`src/rtl/wbarb_pkg.sv`:
```
// Shared definitions for the Wishbone arbiter family: arbitration states,
// index-width helper and flattened-bus slice helper.
package wbarb_pkg;

  typedef enum logic {
    ST_IDLE  = 1'b0,
    ST_OWNED = 1'b1
  } arb_state_t;

  // Index width for n masters, never narrower than one bit
  function automatic int lg_min1(input int n);
    return (n <= 2) ? 1 : $clog2(n);
  endfunction

  // Low bit of element k in a flattened bus of w-bit elements
  function automatic int slice_lo(input int k, input int w);
    return k * w;
  endfunction

endpackage

```
`src/rtl/wbarb_pick.sv`:
```
// Combinational winner selection: lowest-index fixed priority, or round robin
// scanning upward from the entry after last_idx.
module wbarb_pick
  import wbarb_pkg::*;
#(
  parameter int NM     = 3,
  parameter int LGNM   = lg_min1(NM),
  parameter bit OPT_RR = 1'b0
) (
  input  logic [NM-1:0]   req,
  input  logic [LGNM-1:0] last_idx,
  output logic [LGNM-1:0] win_idx,
  output logic            any_req
);

  logic found;
  int   cand;

  always_comb begin
    win_idx = '0;
    any_req = |req;
    found   = 1'b0;
    cand    = 0;
    if (OPT_RR) begin
      for (int i = 1; i <= NM; i++) begin
        cand = (int'(last_idx) + i) % NM;
        if (!found && req[LGNM'(cand)]) begin
          found   = 1'b1;
          win_idx = LGNM'(cand);
        end
      end
    end else begin
      // Descending scan so the lowest requesting index is written last
      for (int k = NM - 1; k >= 0; k--) begin
        if (req[LGNM'(k)]) win_idx = LGNM'(k);
      end
    end
  end

endmodule

```
`src/rtl/wbnpriarb.sv`:
```
// N-master Wishbone arbiter with split global/local cycle and strobe lines.
// The grant is held for the owner's whole bus cycle.
module wbnpriarb
  import wbarb_pkg::*;
#(
  parameter int NM               = 3,
  parameter int AW               = 30,
  parameter int DW               = 32,
  parameter bit OPT_RR           = 1'b0,
  parameter bit OPT_ZERO_ON_IDLE = 1'b0
) (
  input  logic               i_clk,
  input  logic               i_reset_n,
  input  logic [NM-1:0]      i_cyc_gbl,
  input  logic [NM-1:0]      i_cyc_lcl,
  input  logic [NM-1:0]      i_stb_gbl,
  input  logic [NM-1:0]      i_stb_lcl,
  input  logic [NM-1:0]      i_we,
  input  logic [NM*AW-1:0]   i_addr,
  input  logic [NM*DW-1:0]   i_data,
  input  logic [NM*DW/8-1:0] i_sel,
  output logic [NM-1:0]      o_stall,
  output logic [NM-1:0]      o_ack,
  output logic [NM-1:0]      o_err,
  output logic               o_wb_gbl_cyc,
  output logic               o_wb_lcl_cyc,
  output logic               o_wb_gbl_stb,
  output logic               o_wb_lcl_stb,
  output logic               o_wb_we,
  output logic [AW-1:0]      o_wb_addr,
  output logic [DW-1:0]      o_wb_data,
  output logic [DW/8-1:0]    o_wb_sel,
  input  logic               i_wb_stall,
  input  logic               i_wb_ack,
  input  logic               i_wb_err,
  output logic [NM-1:0]      o_grant,
  output logic               o_busy
);

  localparam int LGNM = lg_min1(NM);
  localparam int SW   = DW / 8;

  arb_state_t      r_state, next_state;
  logic            r_grant_valid;
  logic [LGNM-1:0] r_grant_idx, next_idx;
  logic [LGNM-1:0] r_last_idx, next_last;
  logic [LGNM-1:0] win_idx;
  logic [NM-1:0]   req;
  logic            any_req;
  logic            owner_req;

  assign req           = i_cyc_gbl | i_cyc_lcl;
  assign owner_req     = req[r_grant_idx];
  assign r_grant_valid = (r_state == ST_OWNED);
  assign o_busy        = r_grant_valid;

  wbarb_pick #(
    .NM    (NM),
    .LGNM  (LGNM),
    .OPT_RR(OPT_RR)
  ) u_pick (
    .req     (req),
    .last_idx(r_last_idx),
    .win_idx (win_idx),
    .any_req (any_req)
  );

  always_ff @(posedge i_clk or negedge i_reset_n) begin
    if (!i_reset_n) begin
      r_state     <= ST_IDLE;
      r_grant_idx <= '0;
      r_last_idx  <= LGNM'(NM - 1);
    end else begin
      r_state     <= next_state;
      r_grant_idx <= next_idx;
      r_last_idx  <= next_last;
    end
  end

  // While the owner still requests, the pick result is ignored; once it
  // drops, the owner is absent from req so the pick covers only the others.
  always_comb begin
    next_state = r_state;
    next_idx   = r_grant_idx;
    next_last  = r_last_idx;
    case (r_state)
      ST_IDLE: begin
        if (any_req) begin
          next_state = ST_OWNED;
          next_idx   = win_idx;
          next_last  = win_idx;
        end
      end
      ST_OWNED: begin
        if (!owner_req) begin
          if (any_req) begin
            next_idx  = win_idx;
            next_last = win_idx;
          end else begin
            next_state = ST_IDLE;
          end
        end
      end
      default: next_state = ST_IDLE;
    endcase
  end

  always_comb begin
    o_grant      = '0;
    o_stall      = '1;
    o_ack        = '0;
    o_err        = '0;
    o_wb_gbl_cyc = 1'b0;
    o_wb_lcl_cyc = 1'b0;
    o_wb_gbl_stb = 1'b0;
    o_wb_lcl_stb = 1'b0;
    o_wb_we      = 1'b0;
    o_wb_addr    = OPT_ZERO_ON_IDLE ? '0 : i_addr[AW-1:0];
    o_wb_data    = OPT_ZERO_ON_IDLE ? '0 : i_data[DW-1:0];
    o_wb_sel     = OPT_ZERO_ON_IDLE ? '0 : i_sel[SW-1:0];
    if (r_grant_valid) begin
      o_grant[r_grant_idx] = 1'b1;
      o_stall[r_grant_idx] = i_wb_stall;
      o_ack[r_grant_idx]   = i_wb_ack;
      o_err[r_grant_idx]   = i_wb_err;
      o_wb_gbl_cyc         = i_cyc_gbl[r_grant_idx];
      o_wb_lcl_cyc         = i_cyc_lcl[r_grant_idx];
      o_wb_gbl_stb         = i_stb_gbl[r_grant_idx];
      o_wb_lcl_stb         = i_stb_lcl[r_grant_idx];
      o_wb_we              = i_we[r_grant_idx];
      o_wb_addr            = i_addr[slice_lo(int'(r_grant_idx), AW) +: AW];
      o_wb_data            = i_data[slice_lo(int'(r_grant_idx), DW) +: DW];
      o_wb_sel             = i_sel[slice_lo(int'(r_grant_idx), SW) +: SW];
    end
  end

  // A master may drive the global or the local bus, never both at once
  a_no_dual_bus : assert property (@(posedge i_clk) disable iff (!i_reset_n)
    ((i_cyc_gbl & i_cyc_lcl) | (i_stb_gbl & i_stb_lcl)) == '0);

endmodule

```
`config.mk`:
```
export PLATFORM = sky130hd
export DESIGN_NAME = wbnpriarb
export DESIGN_NICKNAME = d
export VERILOG_FILES = /design/src/rtl/wbarb_pkg.sv /design/src/rtl/wbarb_pick.sv /design/src/rtl/wbnpriarb.sv
export SDC_FILE = /design/constraint.sdc
export NUM_CORES = 1
export LEC_CHECK = 0
export CORE_AREA = 2 2 117 119
export DETAILED_ROUTE_END_ITERATION = 10
export DIE_AREA = 0 0 119 121
export PLACE_DENSITY = 0.46
export SLEW_MARGIN = 25
export SYNTH_ARGS = -nofsm -noshare
export SYNTH_HDL_FRONTEND = slang
export SYNTH_SLANG_ARGS = --single-unit
export TNS_END_PERCENT = 10
```
`constraint.sdc`:
```
create_clock -name i_clk -period 1.9 [get_ports i_clk]
set_input_delay 0.475 -clock i_clk [delete_from_list [all_inputs] [get_ports i_clk]]
set_output_delay 0.475 -clock i_clk [all_outputs]
set_load 0.005 [all_outputs]
```
==> results.py <==
metrics = {
    "power": {
        "peakVddDrop_mv": 0.2543,
        "power_leakage_nw": 1.728,
        "powerDensity_nw_per_um2": 438.9,
    },
    "floorplan": {
        "rows": 42,
        "fp.dieArea_um2": 14400,
        "fp.dieH_um": 121,
        "fp.dieW_um": 119,
        "ios": 302,
        "core_area_um2": 13090,
        "start_util_pct": 8.797,
    },
    "placement": {
        "placedInstanceArea_um2": 3636,
        "post-place-cells": 508,
        "gp_congestion": 0.7504,
        "hpwlAfterDp_um": 5980,
        "post-place-ws_ns": -0.2284,
        "portBuffers": 228,
    },
    "timing": {
        "setup_ws_ns": -0.1600,
        "post-route-period-util_pct": 108.4,
        "setup_viol": 62,
        "fin_crit_ns": 2.060,
        "clock.fmax_mhz": 485.4,
        "setup_tns_ns": -5.432,
        "hold_viol": 0,
        "finalMaxSlewViolations": 0,
        "clock_skew_ns": 0.0007586,
        "rsz0062_at_grt": "yes",
    },
    "routing": {
        "via_count": 1860,
        "drt_iter0_markers": 13,
        "detail-route-antenna-nets": 0,
        "dr.pass1.iters": 4,
        "drt-total-wl_um": 7549,
        "vias_per_cell": 3.457,
        "drc": 0,
        "routedWlPerCell_um": 14.03,
    },
    "clocking": {
        "cts_buffer_depth": 2,
        "ctsHtreeMaxLevel": 1,
        "clk_latency_ns": 0.22,
        "cts_tree": "yes",
        "clk_pin_slew_ns": 0.03,
        "root_buffer": "clkbuf_16",
        "cts_buffers": 3,
        "hold_buffers": 0,
        "cts_sinks": 2,
    },
    "cells_and_area": {
        "final_cell_mix": "clkdlybuf4s50_1, mux2_2, buf_6",
        "area_growth_pct": 242.5,
        "num_antenna_cells": 0,
        "final_cell_count_no_fill": 538,
        "nets": 582,
        "layout-drive-gt1-share_pct": 50.28,
        "final_common_cell": "clkdlybuf4s50_1",
        "stdcell_area_um2": 3943,
    },
    "outcome": {
        "status": "complete, but fails checks",
        "failed_checks": "negative setup slack",
    },
    "logic_synthesis": {
        "ys_warn_count": 0,
        "synth_top_area_share_pct": 46.96,
        "ys_top_cells_by_area": "mux2_2, mux2_4, buf_4",
        "syn-cell-area_um2": 1151,
        "syn_area_per_cell_um2": 10.86,
        "synth_top_cell_by_area": "mux2_2",
        "synth_cells": 106,
        "ys_types": 19,
        "synth-seq-cells": 2,
        "ys_seq_area_share_pct": 4.348,
    },
    "min_path": {
        "hp-class": "input port to asynchronous set/reset pin",
    },
    "global_route": {
        "grt_pass1_vias": 1847,
        "track_usage_pct": 9.180,
        "grt_max_degree": 12,
        "grt_overflow": 0,
        "antenna_found_initial": 0,
        "grt_pass1_wl_um": 10470,
    },
    "worst_setup_path": {
        "cp.arrival_ns": 1.59,
        "worstPathRequired_ns": 1.42,
        "endpoint_kind": "primary output",
        "worst-path-max-fanout": 8,
        "path_class": "flip-flop to primary output",
        "startpoint_type": "flip-flop",
    },
    "run": {
        "cap_violations": 0,
    },
}
==> Yosys cell counts <==
library cell,n
dfrtp_1,2
buf_2,1
conb_1,2
and3_1,2
buf_8,2
and2_4,1
mux2_2,48
buf_4,8
nor2_1,1
nand2_1,1
nor4_1,1
a2bb2oi_1,1
o2bb2ai_1,1
buf_6,2
nor2b_1,6
mux2i_1,5
and2_1,2
nand2b_1,2
mux2_4,18
==> area by class of cell <==
class                           count  area (um2)
Clock buffer                        3       75.07
Tap cell                          176       220.2
Multi-Input combinational cell     93        1025
Sequential cell                     2       50.05
Timing Repair Buffer              264        2572
Fill cell                        1376        9143
==> sequential cells by signal, indices dropped and copies added (netlist names) <==
signal,cells
r_grant_idx,1
o_busy,1
==> final timing paths <==
kind / startpoint / end / slack (ns) / depth (start not counted)
max reg2reg: r_grant_idx[0]$_DFFE_PN0P_ / r_grant_idx[0]$_DFFE_PN0P_ / 0.80 / 5
max: o_busy$_DFF_PN0_ / o_wb_addr[7] / -0.16 / 6
max in group asynchronous: i_reset_n / o_busy$_DFF_PN0_ / 1.36 / 1
min in group i_clk: o_busy$_DFF_PN0_ / r_grant_idx[0]$_DFFE_PN0P_ / 0.74 / 3
min reg2reg: o_busy$_DFF_PN0_ / r_grant_idx[0]$_DFFE_PN0P_ / 0.74 / 3
min: i_reset_n / r_grant_idx[0]$_DFFE_PN0P_ / 0.42 / 1
==> layer usage <==
| metal | vias to the layer above | global-route usage [%] | share of wire [%] |
|---|---|---|---|
| met3 | 6 | 3.008 | 11 |
| met2 | 120 | 16.99 | 52 |
| met5 | - | 0 | 0 |
| met1 | 840 | 10.41 | 37 |
| met4 | 0 | 1.414 | 0.95 |
| li1 | 894 | - | - |
==> logic make-up (layout without fill, tap and decap cells) <==
logic type / Yosys count / in the layout / synth area share [%]
compound gates: 2 / 2 / 1.522
buf+inv: 13 / 267 / 10.22
flops: 2 / 2 / 4.348
mux: 71 / 71 / 74.78
simple gates: 16 / 16 / 8.478
other cells: 2 / 4 / 0.6524
==> power by group <==
group | switching (W) | leakage, nW | internal, W
Clock | 0.0000493 | 0.0370 | 0.000268
Sequential | 0.00000149 | 0.0208 | 0.0000460
Combinational | 0.000403 | 1.67 | 0.000963
Total | 0.000454 | 1.73 | 0.00128
==> repair_timing <==
| item | in CTS | in global routing |
|---|---|---|
| cloned | 3 | 0 |
| setup buffers | 22 | 3 |
| pin swaps | 1 | 1 |
| setup endpoints to repair | 79 | 71 |
| resized for setup | 261 | 74 |
==> metrics by stage <==
| stage | hold WS [ns] | power, W | utilization, % |
|---|---|---|---|
| 5_1_grt | 0.4199 | 0.001832 | 30.13 |
| 2_1_floorplan | 0.1794 | 0.0004928 | - |
| 6_report | 0.4183 | 0.001730 | 30.13 |
| 3_5_place_dp | 0.6468 | 0.001248 | 27.79 |
| 3_3_place_gp | 0.6432 | 0.001252 | 27.79 |
| 4_1_cts | 0.4190 | 0.001704 | 30.07 |
==> worst max-delay path, stage by stage, from the launching register on <==
cell     delay (ns)
dfrtp_1        0.36
and2_4         0.18
buf_12         0.13
buf_12         0.14
buf_8          0.12
mux2_4         0.30
buf_6          0.12
Note: power is estimated with default switching activity, not from simulation.
